--- src/rtl/aes_dec_controller.sv ---
// Sequencing FSM for the AES-128 decryption datapath.
// The FSM first runs the forward key expansion up to rk[NR]. It then walks
// the inverse rounds from NR down to 0 while stepping the key schedule
// backwards. The result is held as done until the host acknowledges it.
module aes_dec_controller #(
  parameter int NR = 10
) (
  input  logic       clk_i,
  input  logic       rst_ni,
  input  logic       start_i,
  input  logic       ack_i,
  output logic       load_o,
  output logic       key_exp_o,
  output logic       key_inv_o,
  output logic       sel_init_o,
  output logic       sel_round_o,
  output logic       sel_last_o,
  output logic [3:0] round_o,
  output logic       busy_o,
  output logic       done_o
);

  localparam logic [2:0] S_IDLE   = 3'd0;
  localparam logic [2:0] S_LOAD   = 3'd1;
  localparam logic [2:0] S_KEYEXP = 3'd2;
  localparam logic [2:0] S_INIT   = 3'd3;
  localparam logic [2:0] S_ROUND  = 3'd4;
  localparam logic [2:0] S_LAST   = 3'd5;
  localparam logic [2:0] S_DONE   = 3'd6;

  localparam logic [3:0] NR_C  = 4'(NR);
  localparam logic [3:0] NR_M1 = 4'(NR - 1);

  logic [2:0] state_q, state_d;
  logic [3:0] cnt_q, cnt_d;

  // State and round counter; reset aborts any operation in flight.
  always_ff @(posedge clk_i or negedge rst_ni) begin
    if (!rst_ni) begin
      state_q <= S_IDLE;
      cnt_q   <= 4'd0;
    end else begin
      state_q <= state_d;
      cnt_q   <= cnt_d;
    end
  end

  // Next-state and counter update.
  always_comb begin
    state_d = state_q;
    cnt_d   = cnt_q;
    case (state_q)
      S_IDLE: begin
        cnt_d = 4'd0;
        if (start_i) state_d = S_LOAD;
      end
      S_LOAD: begin
        cnt_d   = 4'd0;
        state_d = S_KEYEXP;
      end
      S_KEYEXP: begin
        cnt_d = cnt_q + 4'd1;
        if (cnt_q == NR_M1) state_d = S_INIT;
      end
      S_INIT: begin
        // With a single round there are no full inverse rounds to run.
        cnt_d   = NR_M1;
        state_d = (NR_M1 == 4'd0) ? S_LAST : S_ROUND;
      end
      S_ROUND: begin
        cnt_d = cnt_q - 4'd1;
        if (cnt_q == 4'd1) state_d = S_LAST;
      end
      S_LAST: begin
        cnt_d   = 4'd0;
        state_d = S_DONE;
      end
      S_DONE: begin
        cnt_d = 4'd0;
        if (ack_i) state_d = S_IDLE;
      end
      default: begin
        cnt_d   = 4'd0;
        state_d = S_IDLE;
      end
    endcase
  end

  // Moore output decode from state and counter.
  always_comb begin
    load_o      = 1'b0;
    key_exp_o   = 1'b0;
    key_inv_o   = 1'b0;
    sel_init_o  = 1'b0;
    sel_round_o = 1'b0;
    sel_last_o  = 1'b0;
    round_o     = 4'd0;
    busy_o      = 1'b0;
    done_o      = 1'b0;
    case (state_q)
      S_LOAD: begin
        load_o = 1'b1;
        busy_o = 1'b1;
      end
      S_KEYEXP: begin
        key_exp_o = 1'b1;
        busy_o    = 1'b1;
        round_o   = cnt_q + 4'd1;
      end
      S_INIT: begin
        sel_init_o = 1'b1;
        key_inv_o  = 1'b1;
        busy_o     = 1'b1;
        round_o    = NR_C;
      end
      S_ROUND: begin
        sel_round_o = 1'b1;
        key_inv_o   = 1'b1;
        busy_o      = 1'b1;
        round_o     = cnt_q;
      end
      S_LAST: begin
        sel_last_o = 1'b1;
        busy_o     = 1'b1;
      end
      S_DONE: begin
        done_o = 1'b1;
      end
      default: ;
    endcase
  end

endmodule

--- config.mk ---
export PLATFORM = sky130hd
export DESIGN_NAME = aes_dec_controller
export DESIGN_NICKNAME = d
export VERILOG_FILES = /design/src/rtl/aes_dec_controller.sv
export SDC_FILE = /design/constraint.sdc
export NUM_CORES = 1
export LEC_CHECK = 0
export ABC_AREA = 1
export BUFFER_PORTS_ARGS = -buffer_cell sky130_fd_sc_hd__buf_2
export CAP_MARGIN = 40
export CORE_AREA = 2 2 39 41
export DETAILED_ROUTE_END_ITERATION = 16
export DIE_AREA = 0 0 41 43
export PLACE_DENSITY = 0.73
export SLEW_MARGIN = 20
export SYNTH_ARGS = -nofsm -noshare
export SYNTH_HDL_FRONTEND = slang
export SYNTH_SLANG_ARGS = --single-unit
--- constraint.sdc ---
create_clock -name clk_i -period 1.81 [get_ports clk_i]
set_input_delay 0.543 -clock clk_i [delete_from_list [all_inputs] [get_ports clk_i]]
set_output_delay 0.543 -clock clk_i [all_outputs]
set_load 0.05 [all_outputs]
==> run summary <==
The run finished, with violations left. The checks that failed: setup timing. The number of library cell types mapped by synthesis is 21, and the count of antenna diodes in the layout is 0. Yosys printed 0 warnings. The run gives 31.32% as the share of the yosys chip area belonging to registers.

Walking the worst path, the cells encountered are ha_2 > xor2_1 > nand2_1 > o21ai_2 > buf_6. Dividing the final minimum period by the clock period gives 108.4%. The run gives 1892 µm as the total routed wirelength.

Setup violations remaining at the end of the flow were counted as 10. The run gives 2 as the maximum buffer depth of the clock tree. The first TritonRoute pass finished after 4 iterations. For the number of hold violations in the final report, the log shows 0. The tools report the worst endpoint required time as 1.27 ns.

The largest single stage delay on the critical path is 0.42 ns. After floorplanning, the core was divided into 14 placement rows. Setup slack on the worst reg-to-reg path comes out at 0.21 ns. The number of remaining DRC errors is 0. Setup repair after global routing could not meet its margin everywhere. The tools report the nature of the critical path startpoint as a flip-flop. The worst-margin pin slew came out at 0.2130 ns.

The logs give 3 for the total CTS buffers and 82 for the net count after synthesis. For this run, the post-layout net count is 125. The share of Yosys cell area claimed by the top area cell type works out to 31.32%. TritonCTS built the clock tree. Across the routed clock network, the largest skew measured is 0.003654 ns. The largest area contributor in the synthesized netlist was sky130_fd_sc_hd__dfrtp_1. Clock-pin slew was measured on the worst setup and hold paths at 0.05 ns. Timing analysis after detailed placement gives a worst setup slack of 0.03025 ns.

CTS placed an instance of sky130_fd_sc_hd__clkbuf_4 at the clock tree root. The peak fanout along the critical path works out to 4. In the post-synthesis netlist, the biggest area contributors are sky130_fd_sc_hd__dfrtp_1, sky130_fd_sc_hd__nand2_1, sky130_fd_sc_hd__nand3_1. The number of maximum-capacitance constraint violations is 0. The total buffers and inverters traversed by the critical path is 1, and the final worst setup slack is -0.1513 ns. Subtracting the final worst setup slack from the clock period gives 1.961 ns.

The library cell contributing the largest single delay on the critical path was sky130_fd_sc_hd__dfrtp_1. For this design the top-level I/O count stands at 16. The first routing iteration left 17 violations.

The arrival time at the worst endpoint came out at 1.42 ns. The logs give 7 for the number of clock sinks seen by CTS and 699 for the total vias in the final route. Measured along the y axis, the die boundary spans 43 µm.

Buffers placed on the I/O ports in this run total 15. Compared with the post-synthesis result, the final layout area differs by 89.71%. The starting density of the core was 40.42%. Remaining max-slew budget at the tightest pin: 85.65%. The mapped netlist covers 559.3 µm². The number of H-tree levels was 1.

The critical path in this run is classified as reg2out. The die area is 0.001763 mm², and the half-perimeter wire length after detailed placement is 984 µm. The total of flip-flops plus latches after synthesis is 7, and the weighted congestion at the end of routability-driven global placement is 0.7970.

For the number of nets still failing antenna checks after routing, the log shows 0. In the routed layout, each cell is associated on average with a via count of 5.256. For the number of instances in the synthesized netlist, the log shows 75.

Timing would allow up to 509.9 MHz. Cell family with the largest share of critical-path delay: flip-flops. The via count of the first global-routing pass was 631; the initial antenna violation count was 0.

Fraction of layout instances using a drive strength above 1: 64.10%. Dividing the synthesized area by the synthesized cell count gives 7.457 µm². Measured along the x axis, the die boundary spans 41 µm. In this run the worst hold path is classified as in2async.

Entering global routing, the biggest net connects 10 pins. The run gives 0.25 ns as the clock latency reported for the late side of the worst-skew pair. In the global route stage, overall resource usage came out at 21.95%. For the core footprint, the log shows 0.001384 mm². The overflow left after global routing is 0. The run gives 0 as the number of pins exceeding their max-slew limit in the final report. STA classifies the critical path endpoint as a primary output. The first global-routing pass estimated 2656 µm of wire. Dividing the detail-routed wire length by the instance count gives 14.23 µm.
placed cells by master, fill, tap and decap left out:
cell type / Yosys / layout
sky130_fd_sc_hd__nand4_1: 2 / 2
sky130_fd_sc_hd__nor2_1: 3 / 1
sky130_fd_sc_hd__clkbuf_4: 0 / 4
sky130_fd_sc_hd__o21bai_1: 2 / 2
sky130_fd_sc_hd__o21ai_2: 0 / 2
sky130_fd_sc_hd__xnor2_1: 1 / 1
sky130_fd_sc_hd__a21oi_1: 1 / 1
sky130_fd_sc_hd__buf_2: 0 / 3
sky130_fd_sc_hd__nor2_2: 2 / 1
sky130_fd_sc_hd__xor2_1: 1 / 1
sky130_fd_sc_hd__buf_6: 0 / 8
sky130_fd_sc_hd__nor3_1: 2 / 1
sky130_fd_sc_hd__nor3_4: 0 / 1
sky130_fd_sc_hd__o21ai_0: 6 / 4
sky130_fd_sc_hd__inv_8: 0 / 1
sky130_fd_sc_hd__ha_1: 3 / 1
sky130_fd_sc_hd__nand3_1: 8 / 5
sky130_fd_sc_hd__buf_4: 0 / 21
sky130_fd_sc_hd__clkbuf_1: 0 / 1
sky130_fd_sc_hd__inv_2: 3 / 5
sky130_fd_sc_hd__nand2_1: 13 / 11
sky130_fd_sc_hd__buf_8: 0 / 5
sky130_fd_sc_hd__nor2_4: 1 / 4
sky130_fd_sc_hd__nand2_2: 5 / 4
sky130_fd_sc_hd__nand3_2: 1 / 3
sky130_fd_sc_hd__ha_4: 0 / 1
sky130_fd_sc_hd__nand2_4: 2 / 5
sky130_fd_sc_hd__ha_2: 0 / 1
sky130_fd_sc_hd__inv_1: 8 / 4
sky130_fd_sc_hd__o211ai_1: 3 / 3
sky130_fd_sc_hd__clkinv_2: 1 / 1
sky130_fd_sc_hd__inv_4: 0 / 1
sky130_fd_sc_hd__nand3_4: 0 / 1
sky130_fd_sc_hd__dfrtp_1: 7 / 4
sky130_fd_sc_hd__dfrtp_2: 0 / 3
routing by layer:
metal	up-vias	share of wire, %	GRT usage (%)
li1	334	-	-
met1	329	40	29.10
met2	30	53	34.69
met3	6	5.3	1.571
met4	0	2.0	10.00
met5	-	0	0
through the flow:
stage	TNS, ns	util (%)	cell area, µm²	instances	hold slack, ns
after floorplan	-1.061	-	573.1	75	0.2474
after global placement	0	52.62	728.2	114	0.3830
after detailed placement	0	52.62	728.2	114	0.3857
after CTS	-0.5394	64.56	893.4	123	0.1160
after global routing	-1.516	76.67	1061	133	0.1181
final	-0.9523	76.67	1061	133	0.1153
logic make-up after synthesis:
kind of cell | after synthesis | share of synthesized area, %
buffers and inverters | 12 | 8.277
and+or+nand+nor | 39 | 37.58
adders and majority gates | 3 | 6.712
AOI/OAI and AO/OA | 12 | 12.97
xor gates and xnor gates | 2 | 3.133
DFF | 7 | 31.32
flip-flops by register name (all words and copies together) (netlist names):
signal,count
state_q,3
cnt_q,4
timing repair:
item	in CTS	in global routing
hold buffers	0	0
resized for setup	32	26
pin swaps	6	5
buffers inserted	5	10
endpoints found under the setup margin	11	12
cell type report:
cell class	count	area, µm²
Clock buffer	4	26.28
Fill cell	90	322.8
Inverter	12	56.30
Multi-Input combinational cell	56	434.2
Sequential cell	7	178.9
Tap cell	16	20.02
Timing Repair Buffer	38	345.3
path summary, 6_finish.rpt:
kind | start | to | cells past startpoint
setup reg to reg | state_q[1] | state_q[2] | 12
hold / removal | rst_ni | cnt_q[0] | 1
hold reg to reg | cnt_q[0] | cnt_q[0] | 1
setup / recovery | cnt_q[0] | round_o[2] | 5
max in group asynchronous | rst_ni | cnt_q[1] | 1
min in group clk_i | cnt_q[0] | cnt_q[0] | 1
synthesized netlist by cell type:
library cell and n:
sky130_fd_sc_hd__nor3_1 2, sky130_fd_sc_hd__o21ai_0 6, sky130_fd_sc_hd__nand3_1 8, sky130_fd_sc_hd__xnor2_1 1, sky130_fd_sc_hd__xor2_1 1, sky130_fd_sc_hd__nand2_1 13, sky130_fd_sc_hd__a21oi_1 1, sky130_fd_sc_hd__o21bai_1 2
sky130_fd_sc_hd__nand3_2 1, sky130_fd_sc_hd__nor2_1 3, sky130_fd_sc_hd__ha_1 3, sky130_fd_sc_hd__inv_2 3, sky130_fd_sc_hd__nand4_1 2, sky130_fd_sc_hd__dfrtp_1 7, sky130_fd_sc_hd__nand2_2 5, sky130_fd_sc_hd__nand2_4 2
sky130_fd_sc_hd__inv_1 8, sky130_fd_sc_hd__nor2_2 2, sky130_fd_sc_hd__clkinv_2 1, sky130_fd_sc_hd__o211ai_1 3, sky130_fd_sc_hd__nor2_4 1
Power is not shown: default switching activity piles up to over one toggle a cycle in this logic, so the estimate is an artifact.
